[config.mk]
export PLATFORM = sky130hd
export DESIGN_NAME = matvec_scheduler
export DESIGN_NICKNAME = d
export VERILOG_FILES = /design/src/rtl/matvec_scheduler.sv
export SDC_FILE = /design/constraint.sdc
export NUM_CORES = 1
export LEC_CHECK = 0
export CORE_MARGIN = 2
export CORE_UTILIZATION = 49
export DETAILED_ROUTE_END_ITERATION = 16
export PLACE_DENSITY = 0.81
export SLEW_MARGIN = 10
export SYNTH_ARGS = -nofsm -noshare
export SYNTH_HDL_FRONTEND = slang
export SYNTH_SLANG_ARGS = --single-unit
[constraint.sdc]
create_clock -name clk -period 2.93 [get_ports clk]
set_input_delay 0.586 -clock clk [delete_from_list [all_inputs] [get_ports clk]]
set_output_delay 0.586 -clock clk [all_outputs]
set_load 0.01 [all_outputs]
[src/rtl/matvec_scheduler.sv]
// Matrix-vector issue scheduler: streams A coefficients to the MV core row by row,
// tracks returned results, and signals row / operation completion.
module matvec_scheduler #(
  parameter int unsigned WIDTH = 24
) (
  input  logic             clk,
  input  logic             rst_n,
  input  logic             i_start,
  input  logic [3:0]       i_k_param,
  input  logic [3:0]       i_l_param,
  input  logic             i_a_valid,
  input  logic [WIDTH-1:0] i_a_data,
  output logic             o_a_ready,
  output logic             o_core_valid,
  output logic [WIDTH-1:0] o_core_data,
  output logic [7:0]       o_core_m_idx,
  output logic [3:0]       o_core_j_idx,
  output logic [3:0]       o_core_l_param,
  input  logic             i_res_valid,
  input  logic [7:0]       i_res_m_idx,
  output logic             o_row_done,
  output logic [3:0]       o_row_idx,
  output logic             o_busy,
  output logic             o_done,
  output logic             o_cfg_err,
  output logic             o_seq_err
);

  typedef enum logic [1:0] {StIdle, StRun, StDrain} state_e;

  state_e           state_q, state_d;
  logic [3:0]       k_q, k_d, l_q, l_d, j_q, j_d, row_q, row_d;
  logic [7:0]       m_q, m_d;
  logic [8:0]       res_cnt_q, res_cnt_d;
  logic             cfg_err_q, cfg_err_d, seq_err_q, seq_err_d;
  logic             core_valid_q, core_valid_d;
  logic [WIDTH-1:0] core_data_q, core_data_d;
  logic [7:0]       core_m_q, core_m_d;
  logic [3:0]       core_j_q, core_j_d;

  logic accept, cfg_ok, row_end, last_row;

  assign accept   = (state_q == StRun) && i_a_valid;
  assign cfg_ok   = (i_k_param != 4'd0) && (i_k_param <= 4'd8) &&
                    (i_l_param != 4'd0) && (i_l_param <= 4'd7);
  // Row completes only once every result of the row has come back from the core.
  assign row_end  = (state_q == StDrain) && (res_cnt_q == 9'd256);
  assign last_row = (row_q == k_q - 4'd1);

  // Next-state logic for the FSM, index counters, result tracking and issue register.
  always_comb begin
    state_d      = state_q;
    k_d          = k_q;
    l_d          = l_q;
    j_d          = j_q;
    m_d          = m_q;
    row_d        = row_q;
    res_cnt_d    = res_cnt_q;
    cfg_err_d    = 1'b0;
    seq_err_d    = seq_err_q;
    core_valid_d = 1'b0;
    core_data_d  = core_data_q;
    core_m_d     = core_m_q;
    core_j_d     = core_j_q;

    case (state_q)
      StIdle: begin
        if (i_start) begin
          if (cfg_ok) begin
            k_d       = i_k_param;
            l_d       = i_l_param;
            m_d       = 8'd0;
            j_d       = 4'd0;
            row_d     = 4'd0;
            res_cnt_d = 9'd0;
            seq_err_d = 1'b0;
            state_d   = StRun;
          end else begin
            cfg_err_d = 1'b1;
          end
        end
      end
      StRun, StDrain: begin
        if (row_end) begin
          res_cnt_d = 9'd0;
          m_d       = 8'd0;
          j_d       = 4'd0;
          if (last_row) begin
            state_d = StIdle;
          end else begin
            row_d   = row_q + 4'd1;
            state_d = StRun;
          end
        end else begin
          if (i_res_valid) begin
            res_cnt_d = res_cnt_q + 9'd1;
            if (i_res_m_idx != res_cnt_q[7:0]) seq_err_d = 1'b1;
          end
          if (accept) begin
            core_valid_d = 1'b1;
            core_data_d  = i_a_data;
            core_m_d     = m_q;
            core_j_d     = j_q;
            m_d          = m_q + 8'd1;
            if (m_q == 8'hff) begin
              j_d = j_q + 4'd1;
              // Last coefficient of the row issued: wait for the core to finish.
              if (j_q == l_q - 4'd1) state_d = StDrain;
            end
          end
        end
      end
      default: state_d = StIdle;
    endcase
  end

  // State register with asynchronous active-low reset clearing everything.
  always_ff @(posedge clk or negedge rst_n) begin
    if (!rst_n) begin
      state_q      <= StIdle;
      k_q          <= 4'd0;
      l_q          <= 4'd0;
      j_q          <= 4'd0;
      m_q          <= 8'd0;
      row_q        <= 4'd0;
      res_cnt_q    <= 9'd0;
      cfg_err_q    <= 1'b0;
      seq_err_q    <= 1'b0;
      core_valid_q <= 1'b0;
      core_data_q  <= '0;
      core_m_q     <= 8'd0;
      core_j_q     <= 4'd0;
    end else begin
      state_q      <= state_d;
      k_q          <= k_d;
      l_q          <= l_d;
      j_q          <= j_d;
      m_q          <= m_d;
      row_q        <= row_d;
      res_cnt_q    <= res_cnt_d;
      cfg_err_q    <= cfg_err_d;
      seq_err_q    <= seq_err_d;
      core_valid_q <= core_valid_d;
      core_data_q  <= core_data_d;
      core_m_q     <= core_m_d;
      core_j_q     <= core_j_d;
    end
  end

  assign o_a_ready      = (state_q == StRun);
  assign o_busy         = (state_q != StIdle);
  assign o_core_valid   = core_valid_q;
  assign o_core_data    = core_data_q;
  assign o_core_m_idx   = core_m_q;
  assign o_core_j_idx   = core_j_q;
  assign o_core_l_param = l_q;
  assign o_row_done     = row_end;
  assign o_done         = row_end && last_row;
  assign o_row_idx      = row_q;
  assign o_cfg_err      = cfg_err_q;
  assign o_seq_err      = seq_err_q;

endmodule

# After elaboration in Yosys (flattened, before gate mapping)

Index checks and enable logic that the tools add are counted.
Widths: inputs -> output; s select.

Input bits: 45
Output and inout port bits: 51
Register bits: 74
Logic and storage cells: 99

Equal/unequal tests: 18
$lt $le $gt $ge: 2
Muxes and demuxes: 39
Add/subtract/negate cells: 6
Reductions and logical operators: 20
Bitwise operators: 1

Operator list:

| kind                | number |
|---|---|
| $mux 9              | 4 |
| $mux 8              | 4 |
| $mux 4              | 7 |
| $pmux 9 s2          | 1 |
| $pmux 4 s2          | 2 |
| $pmux 8 s2          | 1 |
| $reduce_and 5->1    | 3 |
| $ne 2x2->1 const B  | 7 |
| $mux 1              | 12 |
| $mux 2              | 6 |
| $ne 3x3->1 const B  | 4 |
| $add 9x1->9 const B | 1 |
| $eq 9x9->1 const B  | 1 |
| $add 4x1->4 const B | 2 |
| $add 8x1->8 const B | 1 |
| $eq 4x4->1          | 2 |
| $eq 8x8->1 const B  | 1 |
| $ne 8x8->1          | 1 |
| $reduce_and 4->1    | 2 |
| $reduce_bool 4->1   | 2 |
| $sub 4x1->4 const B | 2 |
| $logic_and 1x1->1   | 6 |
| $reduce_and 3->1    | 2 |
| $reduce_and 6->1    | 1 |
| other kinds (10)    | 11 |

# Longest topological paths before layout

Depth after elaboration: 7
Mapped depth: 10
Mapped depth without buffers: 9

# Worst setup path before layout

Ideal clock, no wire load.

Path type: input to register
Start point: input port i_k_param[1]
End point: register row_q[3], in the netlist o_row_idx[3]
Stages on the path: 6
Arrival time: 2.219 ns
Path buffers: 0
Setup slack: 0.643 ns
Library setup time: 0.069 ns
Data required time: 2.861 ns
Path through: nor3_1 xnor2_2 a41oi_2 a311o_4 or4_1 nand3_1

Word-level cells in the longest chain between the ends: 6
Elaborated cells on any way between the ends: 7
Those cells by class: order compare (1); eq/ne (1); reduce/logical (5)

Ends and longest elaborated chain:

| what                                            | RTL line | RTL |
|---|---|---|
| start: declaration                              | 9        | `input logic [3:0] i_k_param,` |
| $le 4x4->1 or $reduce_bool 4->1 (tied branches) | 44       | `assign cfg_ok = (i_k_param != 4'd0) && (i_k_param <= 4'd8) &&` |
| $logic_and 1x1->1 * (2 in a row)                | 44       |  |
| $logic_and 1x1->1 *                             | 45       | `(i_l_param != 4'd0) && (i_l_param <= 4'd7);` |
| $ne 2x2->1 (no source line) *                   | n/a      |  |
| $reduce_and 5->1 (no source line) *             | n/a      |  |
| end signal: assignment                          | 139      | `row_q <= row_d;` |
| end: declaration                                | 32       | `logic [3:0] k_q, k_d, l_q, l_d, j_q, j_d, row_q, row_d;` |

Mark *: on every way between the ends. The rest lies on a longest branch, timed or not.
A chain may end at the register's enable or synchronous reset.

# Final worst setup path

Start point: register k_q[0]
End point: output port o_done

Word-level cells in the longest chain between the ends: 3

Ends and longest elaborated chain:

| what                     | RTL line | RTL |
|---|---|---|
| start: declaration       | 32       |  |
| start signal: assignment | 135      | `k_q <= k_d;` |
| $sub 4x1->4              | 48       | `assign last_row = (row_q == k_q - 4'd1);` |
| $eq 4x4->1               | 48       |  |
| $logic_and 1x1->1        | 158      | `assign o_done = row_end && last_row;` |
| end: declaration         | 24       | `output logic o_done,` |

No other way between the ends.

==> results.tsv <==
metric	value	unit
Post-Syn Area	3610	µm²
total wire length	7850	µm
Commonest cells post-synth	dfrtp_1, mux2_2, o21ai_0	
Die H	89.8	µm
Crit Path Category	reg -> out	
largest stage delay on the critical path	0.40	ns
clock sinks	74	
FMAX	0.371	GHz
LEAKAGE	2.13	nW
initial drt markers	96	
all-layer global routing usage	20.4	%
hold-fix buffers at CTS	0	
Syn. warnings	0	
total CTS buffers	9	
GP Congestion	0.765	
Placement Rows	31	
synthesized netlist cell count	324	
R2R depth	7	
fill count	557	
Layout Utilization	68.7	%
wire length per cell	14.9	µm
die area	8070	µm²
final hold vios	0	
fin. max-slew vios	0	
Synth top area share	51.3	%
chip width	89.8	µm
IO Port Bufs	95	
Syn Area/Cell	11.1	µm²
max-slew headroom at the worst pin	39.0	%
Overflow after GRT	0	
first-pass GRT wire length	13300	µm
router iterations before antenna repair	4	
Crit. End Element	primary output	
num ports	96	
fin crit period	2.70	ns
DP HPWL	5590	µm
count leader, synth	dfrtp_1	
Synth Register Bits	74	
CTS root buf	clkbuf_8	
Slowest-stage cell, CP	dfrtp_1	
reg2reg setup slack	0.52	ns
RSZ-0062 raised after global routing	no	
antenna violations before repair	0	
Area growth syn-to-layout	36.5	%
Nets	481	
clk slew on worst S/H paths	0.08	ns
Cell Chain, Critical Path	inv_1 -> ha_1 -> xor3_1 -> nor3_2 -> nand2_1 -> nor2_1 -> dlygate4sd2_1	
largest net degree at the start of global routing	75	
Core Area	7180	µm²
Via Count	2859	
clock latency at the later pin of the worst-skew pair	0.35	ns
clock buffer depth	2	
sequential fraction of the synthesis area	51.3	%
hold crit path type	in -> async	
Finish-stage setup viols	0	
Sum Neg Setup Slack	0	ns
worst-margin pin slew	0.915	ns
Max Cap Violations	0	
Critical R2R Capture	res_cnt_q[3]$_DFFE_PN0P_	
number of synthesized flops with an enable pin	0	
Final ANT Viol Nets	0	
DRC viols	0	
FFs w/ async S/R, synth	100	%
Final period util	92.0	%
diode count	0	
CP max FO	4	
initial core utilization	50.3	%
Critical Path Start Type	register	
Syn Nets	380	
share of post-route cells with drive strength above 1	17.9	%
Unique masters post-synth	40	
maximum VDD drop	0.352	mV
TritonCTS clock tree	done	
top cells by area, synth	dfrtp_1, mux2_2, o21ai_0	
vias in the first global route	2784	
pwr dens	976	nW/µm²
Critical R2R Launch	state_q[0]$_DFFE_PN0P_	
detail-routed via count per cell	5.41	
Post-synth top flop	dfrtp_1	
Arr. time, crit path	2.11	ns
Worst EP required	2.34	ns
CTS H-tree lvls	3	
clk_skew	0.00748	ns
Synth area leader	dfrtp_1	
status	finished clean	
## worst max path at each step
stage,slack [ns],startpoint,endpoint
global route,0.09,k_q[0]$_DFFE_PN0P_,o_done
finish,0.23,k_q[0]$_DFFE_PN0P_,o_done
global placement,0.25,i_k_param[1],o_row_idx[3]$_DFFE_PN0P_
CTS,0.23,k_q[0]$_DFFE_PN0P_,o_done
detailed placement,0.16,i_k_param[1],o_row_idx[3]$_DFFE_PN0P_
floorplan,0.64,i_k_param[1],o_row_idx[3]$_DFFE_PN0P_
## area by class of cell
class	instances	area, µm²	area share [%]
Timing Repair Buffer	100	985	20.0
Clock buffer	9	124	2.51
Multi-Input combinational cell	226	1670	34.0
Inverter	14	53.8	1.09
Clock inverter	6	116	2.36
Sequential cell	74	1850	37.6
Tap cell	99	124	2.51
## power breakdown
| part | total (W) | switching (W) | internal, W |
|---|---|---|---|
| Sequential | 0.00159 | 0.000246 | 0.00134 |
| Clock | 0.000946 | 0.000381 | 0.000565 |
| Combinational | 0.00228 | 0.00107 | 0.00121 |
| Total | 0.00481 | 0.00169 | 0.00311 |
## layout by cell type, fill, tap and decap left out, types with 7 or more instances in the layout
cell and instances:
o21ai_0 33, and3_1 7, xnor2_1 14, dfrtp_1 74, nand2_1 13, clkbuf_8 9
ha_1 11, inv_1 13, a21oi_1 9, mux2_2 46, nor2_1 25, clkdlybuf4s50_1 93
nand3_1 17
## state kept, by name, summed over array words and instances, names as in the netlist
name,flops
o_cfg_err,1
o_core_l_param,4
o_seq_err,1
o_core_data,24
k_q,4
state_q,2
o_core_valid,1
o_core_m_idx,8
res_cnt_q,9
m_q,8
o_core_j_idx,4
o_row_idx,4
j_q,4
## metal layers
| layer | up-vias | part of all wire [%] | global-route usage (%) |
|---|---|---|---|
| met3 | 9 | 4.7 | 5.87 |
| met1 | 1425 | 44 | 26.8 |
| met4 | 0 | 1.3 | 6.92 |
| met5 | - | 0 | 0 |
| li1 | 1357 | - | - |
| met2 | 68 | 50 | 32.8 |
## kinds of logic after synthesis
kind of cell | synth area share (%)
multiplexers | 14.3
adder cells (fa/ha/maj) | 3.81
AO/OA/AOI/OAI | 9.94
buffers and inverters | 2.70
flip-flops | 51.3
XOR/XNOR | 5.72
AND/OR/NAND/NOR | 12.2
## per-stage QoR
step | cell area (µm²) | instances | hold slack (ns) | total power [W] | setup WS, ns
floorplan | 3610 | 324 | 0.290 | 0.00292 | 0.643
global placement | 4680 | 512 | 0.488 | 0.00376 | 0.250
detailed placement | 4680 | 512 | 0.496 | 0.00386 | 0.157
CTS | 4930 | 528 | 0.401 | 0.00484 | 0.231
global route | 4930 | 528 | 0.437 | 0.00513 | 0.0884
finish | 4930 | 528 | 0.369 | 0.00481 | 0.235
## worst max-delay path, delay by kind of cell, from the launching register on
| kind | cells | cell delay [ns] |
|---|---|---|
| fa+ha+maj | 1 | 0.20 |
| flops | 1 | 0.40 |
| simple gates | 3 | 0.45 |
| buf+inv | 2 | 0.34 |
| xor+xnor | 1 | 0.36 |
## what timing repair did
action / in CTS / in global routing
setup buffers: 1 / 0
endpoints found under the setup margin: 1 / 0
gates resized for setup: 2 / 0
Power figures use the tool's default switching activity.
==> patch 1: new RTL, same settings <==
The 3 states of `state_e` get a one-hot encoding in 3 bits.
--- a/src/rtl/matvec_scheduler.sv
+++ b/src/rtl/matvec_scheduler.sv
@@ -26,7 +26,7 @@
   output logic             o_seq_err
 );
 
-  typedef enum logic [1:0] {StIdle, StRun, StDrain} state_e;
+  typedef enum logic [2:0] {StIdle = 3'b001, StRun = 3'b010, StDrain = 3'b100} state_e;
 
   state_e           state_q, state_d;
   logic [3:0]       k_q, k_d, l_q, l_d, j_q, j_d, row_q, row_d;
Behaviour: same outputs for any inputs over 10 cycles, from zero or initial values and one cycle with rst_n low; not proved beyond that.
==> patch 1 against the original RTL <==
- synthesized area decreased by 0.45%
- first-iteration DRC count increased by 10%
- sequential cell count increased by 1
- cell count increased by 11%
- setup slack got worse by 0.13 ns
- final area decreased by 0.38%
- register-to-register slack improved by 0.13 ns
- non-clock buffer count increased by 2
- via count increased by 4.4%
- wire length increased by 0.69%
- critical path type unchanged
Power is not compared: it rests on default switching activity, and its combinational part moved more than twofold at a synthesized area within 25%.
==> patch 1: results (changes against the original RTL) <==
| Metric | Value |
|---|---|
| Outcome | `finished clean (unchanged)` |
| Initial DRC count | `106 (was 96)` |
| Clock skew | `0.00754 ns (was 0.00748 ns)` |
| Signal buffers share of area | `20.4% (was 20.0%)` |
| Clk tree area frac | `5.28% (was 4.87%)` |
| Non-CTS inverters | `10 (was 14)` |
| Met2 Use GR | `33.2% (was 32.8%)` |
| Fraction of layout instances using a drive strength above 1 | `8.40% (was 17.9%)` |
| Distinct cells, synth | `46 (was 40)` |
| Fin nets | `535 (was 481)` |
| Routed length per instance | `13.5 um (was 14.9 um)` |
| Met2 routed WL | `3.83 mm (was 3.93 mm)` |
| Total track usage | `20.5% (was 20.4%)` |
| Max incr delay on CP | `0.55 ns (was 0.40 ns)` |
| Synth cell count leaders | `nand2_1 (133), dfrtp_1 (74), nor2_1 (20), xor2_1 (17), nand3_1 (12) (was dfrtp_1 (74), mux2_2 (46), o21ai_0 (33), nor2_1 (26), nand3_1 (17))` |
| Met3 wire length | `631 um (was 366 um)` |
| Count of multi-input gates | `285 (was 226)` |
| Post-synthesis sequential area ratio | `52.2% (was 51.3%)` |
| Bufs w/o clock | `102 (was 100)` |
| CP top delay family | `buffers and inverters (was simple AND/OR/NAND/NOR gates)` |
| Met3 Use GR | `6.67% (was 5.87%)` |
| Synth Area in XOR/XNOR | `7.00% (was 5.72%)` |
| Synth Net Count | `439 (was 380)` |
| Post-synthesis mux area share | `3.62% (was 14.3%)` |
| Placer Congestion | `0.805 (was 0.765)` |
| Clk sinks | `75 (was 74)` |
| Vias in the first global route | `2891 (was 2784)` |
| Reg2reg start | `res_cnt_q[0]$_DFFE_PN0P_ (was state_q[0]$_DFFE_PN0P_)` |
| Top area cells in the synthesized netlist | `dfrtp_1 (52%), nand2_1 (14%), xor2_1 (4.1%) (was dfrtp_1 (51%), mux2_2 (14%), o21ai_0 (4.6%))` |
| # fillers | `563 (was 557)` |
| Worst-margin pin slew | `0.935 ns (was 0.915 ns)` |
| Seq/total area | `38.3% (was 37.6%)` |
| Slowest CP cell | `clkdlybuf4s50_1 (was dfrtp_1)` |
| Routed met1 length | `3.42 mm (was 3.46 mm)` |
| Clock Latency Late Sink | `0.33 ns (was 0.35 ns)` |
| Post-synthesis adder-cell area fraction | `2.44% (was 3.81%)` |
| Crit path to | `o_row_done (was o_done)` |
| # clk buffers | `11 (was 9)` |
==> patch 1: through the flow <==
step,hold WS [ns],instance area [sq um],cells,util (%),setup WS [ns]
2_1_floorplan,0.290,3590,387,-,0.873
5_1_grt,0.437,4910,587,68.4,0.00287
4_1_cts,0.416,4900,586,68.3,0.0249
3_3_place_gp,0.456,4630,569,64.5,0.261
3_5_place_dp,0.461,4630,569,64.5,0.185
6_report,0.376,4910,587,68.4,0.100
==> patch 1: worst reg2reg max path: cells and delay by family (launching register included) <==
family                   cells  cell delay (ns)
AO/OA/AOI/OAI                4             0.94
AND/OR/NAND/NOR              1             0.52
flip-flops                   1             0.47
adder cells (fa/ha/maj)      1             0.15
buffers and inverters        1             0.09
==> patch 1: repair_timing <==
item | in CTS | in global routing
setup buffers | 1 | 1
endpoints found under the setup margin | 1 | 2
gates cloned | 0 | 0
gates resized for setup | 1 | 2
hold buffers | 0 | 0
==> patch 2: new RTL, config.mk and constraints unchanged <==
Without the edit above. The parameter `WIDTH` goes from 24 to 28.
--- a/src/rtl/matvec_scheduler.sv
+++ b/src/rtl/matvec_scheduler.sv
@@ -1,7 +1,7 @@
 // Matrix-vector issue scheduler: streams A coefficients to the MV core row by row,
 // tracks returned results, and signals row / operation completion.
 module matvec_scheduler #(
-  parameter int unsigned WIDTH = 24
+  parameter int unsigned WIDTH = 28
 ) (
   input  logic             clk,
   input  logic             rst_n,
Interface: changed (resized i_a_data and o_core_data); port bits go from 96 to 104. No check against the original RTL was run, so the function may have changed too.
==> patch 2 against the original RTL <==
- core utilization decreased by 0.71 points
- synthesized area increased by 7.7%
- combinational power increased by 7%
- maximum frequency decreased by 0.24%
- final area increased by 6.6%
- setup slack got worse by 0.0066 ns
- sequential cell count increased by 4
- clock skew increased by 0.0052 ns
- highest routed layer unchanged
- synthesized cell count increased by 3.1%
- total power increased by 2.4%
- wire length increased by 9.0%
==> patch 2: results (changes against the original RTL) <==
| Metric | Value |
|---|---|
| Outcome | `finished clean (unchanged)` |
| Slowest CP cell | `clkdlybuf4s50_1 (was dfrtp_1)` |
| Routed WL | `8.56 mm (was 7.85 mm)` |
| Max reg flops | `28 (was 24)` |
| CP top delay family | `buffers and inverters (was simple AND/OR/NAND/NOR gates)` |
| Multi-input combinational area share | `34.7% (was 34.0%)` |
| Net Switching | `1.84 mW (was 1.69 mW)` |
| Total track usage | `20.9% (was 20.4%)` |
| First-pass GRT wire length | `14.4 mm (was 13.3 mm)` |
| Critical path origin | `state_q[0]$_DFFE_PN0P_ (was k_q[0]$_DFFE_PN0P_)` |
| Top area cells in the synthesized netlist | `dfrtp_1 (50%), mux2_2 (13%), ha_1 (3.5%) (was dfrtp_1 (51%), mux2_2 (14%), o21ai_0 (4.6%))` |
| Bufs w/o clock | `111 (was 100)` |
| Die W | `93.1 um (was 89.8 um)` |
| Fraction of layout instances using a drive strength above 1 | `17.8% (was 17.9%)` |
| Clock skew | `0.0127 ns (was 0.00748 ns)` |
| Initial DRC count | `150 (was 96)` |
| Post-CTS setup buffers | `2 (was 1)` |
| Synth cell count leaders | `dfrtp_1 (78), mux2_2 (45), o21ai_0 (22), nor2_1 (20) (was dfrtp_1 (74), mux2_2 (46), o21ai_0 (33), nor2_1 (26), nand3_1 (17))` |
| Worst Path Max Fanout | `8 (was 4)` |
| Dpl ws | `0.260 ns (was 0.157 ns)` |
| Fin nets | `504 (was 481)` |
| Placer Congestion | `0.840 (was 0.765)` |
| Synth Area per Inst | `11.6 sq um (was 11.1 sq um)` |
| Signal buffers share of area | `20.7% (was 20.0%)` |
| Sequential cell area | `1950 sq um (was 1850 sq um)` |
| Synth Net Count | `394 (was 380)` |
| Reg2reg start | `state_q[1]$_DFFE_PN0P_ (was state_q[0]$_DFFE_PN0P_)` |
| Seq/total area | `37.2% (was 37.6%)` |
| Routed length per instance | `15.5 um (was 14.9 um)` |
| Pin count of the biggest net entering global routing | `79 (was 75)` |
| Clk sinks | `78 (was 74)` |
| Via count | `2962 (was 2859)` |
| DP Area | `5030 sq um (was 4680 sq um)` |
| VDD IR max | `566 uV (was 352 uV)` |
## patch 2: changes by cell type in the layout (fill, tap and decap cells not counted), moves of 4 or more
cell,delta
a21oi_1,-7
clkdlybuf4s50_1,+8
dfrtp_1,+4
nand3_1,-6
nand4_1,-4
nor2_1,-6
nor3b_1,+7
o21ai_0,-11
o22a_1,+7
o31ai_1,+4
## patch 2: worst paths after layout
path | to | slack, ns | cells past startpoint
min in group clk | o_core_data[4]$_DFFE_PN0P_ | 0.49 | 1
hold / removal | o_cfg_err$_DFF_PN0_ | 0.35 | 1
max in group asynchronous | state_q[0]$_DFFE_PN0P_ | 1.89 | 1
setup / recovery | o_row_done | 0.23 | 6
hold reg to reg | o_core_data[4]$_DFFE_PN0P_ | 0.49 | 1
setup reg to reg | state_q[1]$_DFFE_PN0P_ | 0.76 | 7
## patch 2: cell families (layout without fill, tap and decap cells)
logic type      after synthesis  in the layout  synth area share, %
simple gates                 86             86                 12.6
flops                        78             78                 50.2
compound gates               61             61                 10.9
mux                          50             50                 14.4
buf+inv                      28            143                 3.31
xor+xnor                     20             20                 5.08
fa+ha+maj                    11             11                 3.54
## patch 2: power groups by stage
stage | combinational [mW] | sequential, mW | clock [mW]
2_1_floorplan | 1.35 | 1.76 | 0
5_1_grt | 2.67 | 1.70 | 0.903
3_5_place_dp | 2.39 | 1.68 | 0
6_report | 2.45 | 1.65 | 0.828
4_1_cts | 2.46 | 1.65 | 0.849
3_3_place_gp | 2.32 | 1.66 | 0
## patch 2: routing by layer
| layer | wire (um) | up-vias | GRT usage [%] |
|---|---|---|---|
| li1 | - | 1426 | - |
| met3 | 358 | 8 | 3.63 |
| met2 | 4230 | 74 | 34.6 |
| met1 | 3850 | 1454 | 28.1 |
| met4 | 113 | 0 | 6.99 |
| met5 | 0 | - | 0 |
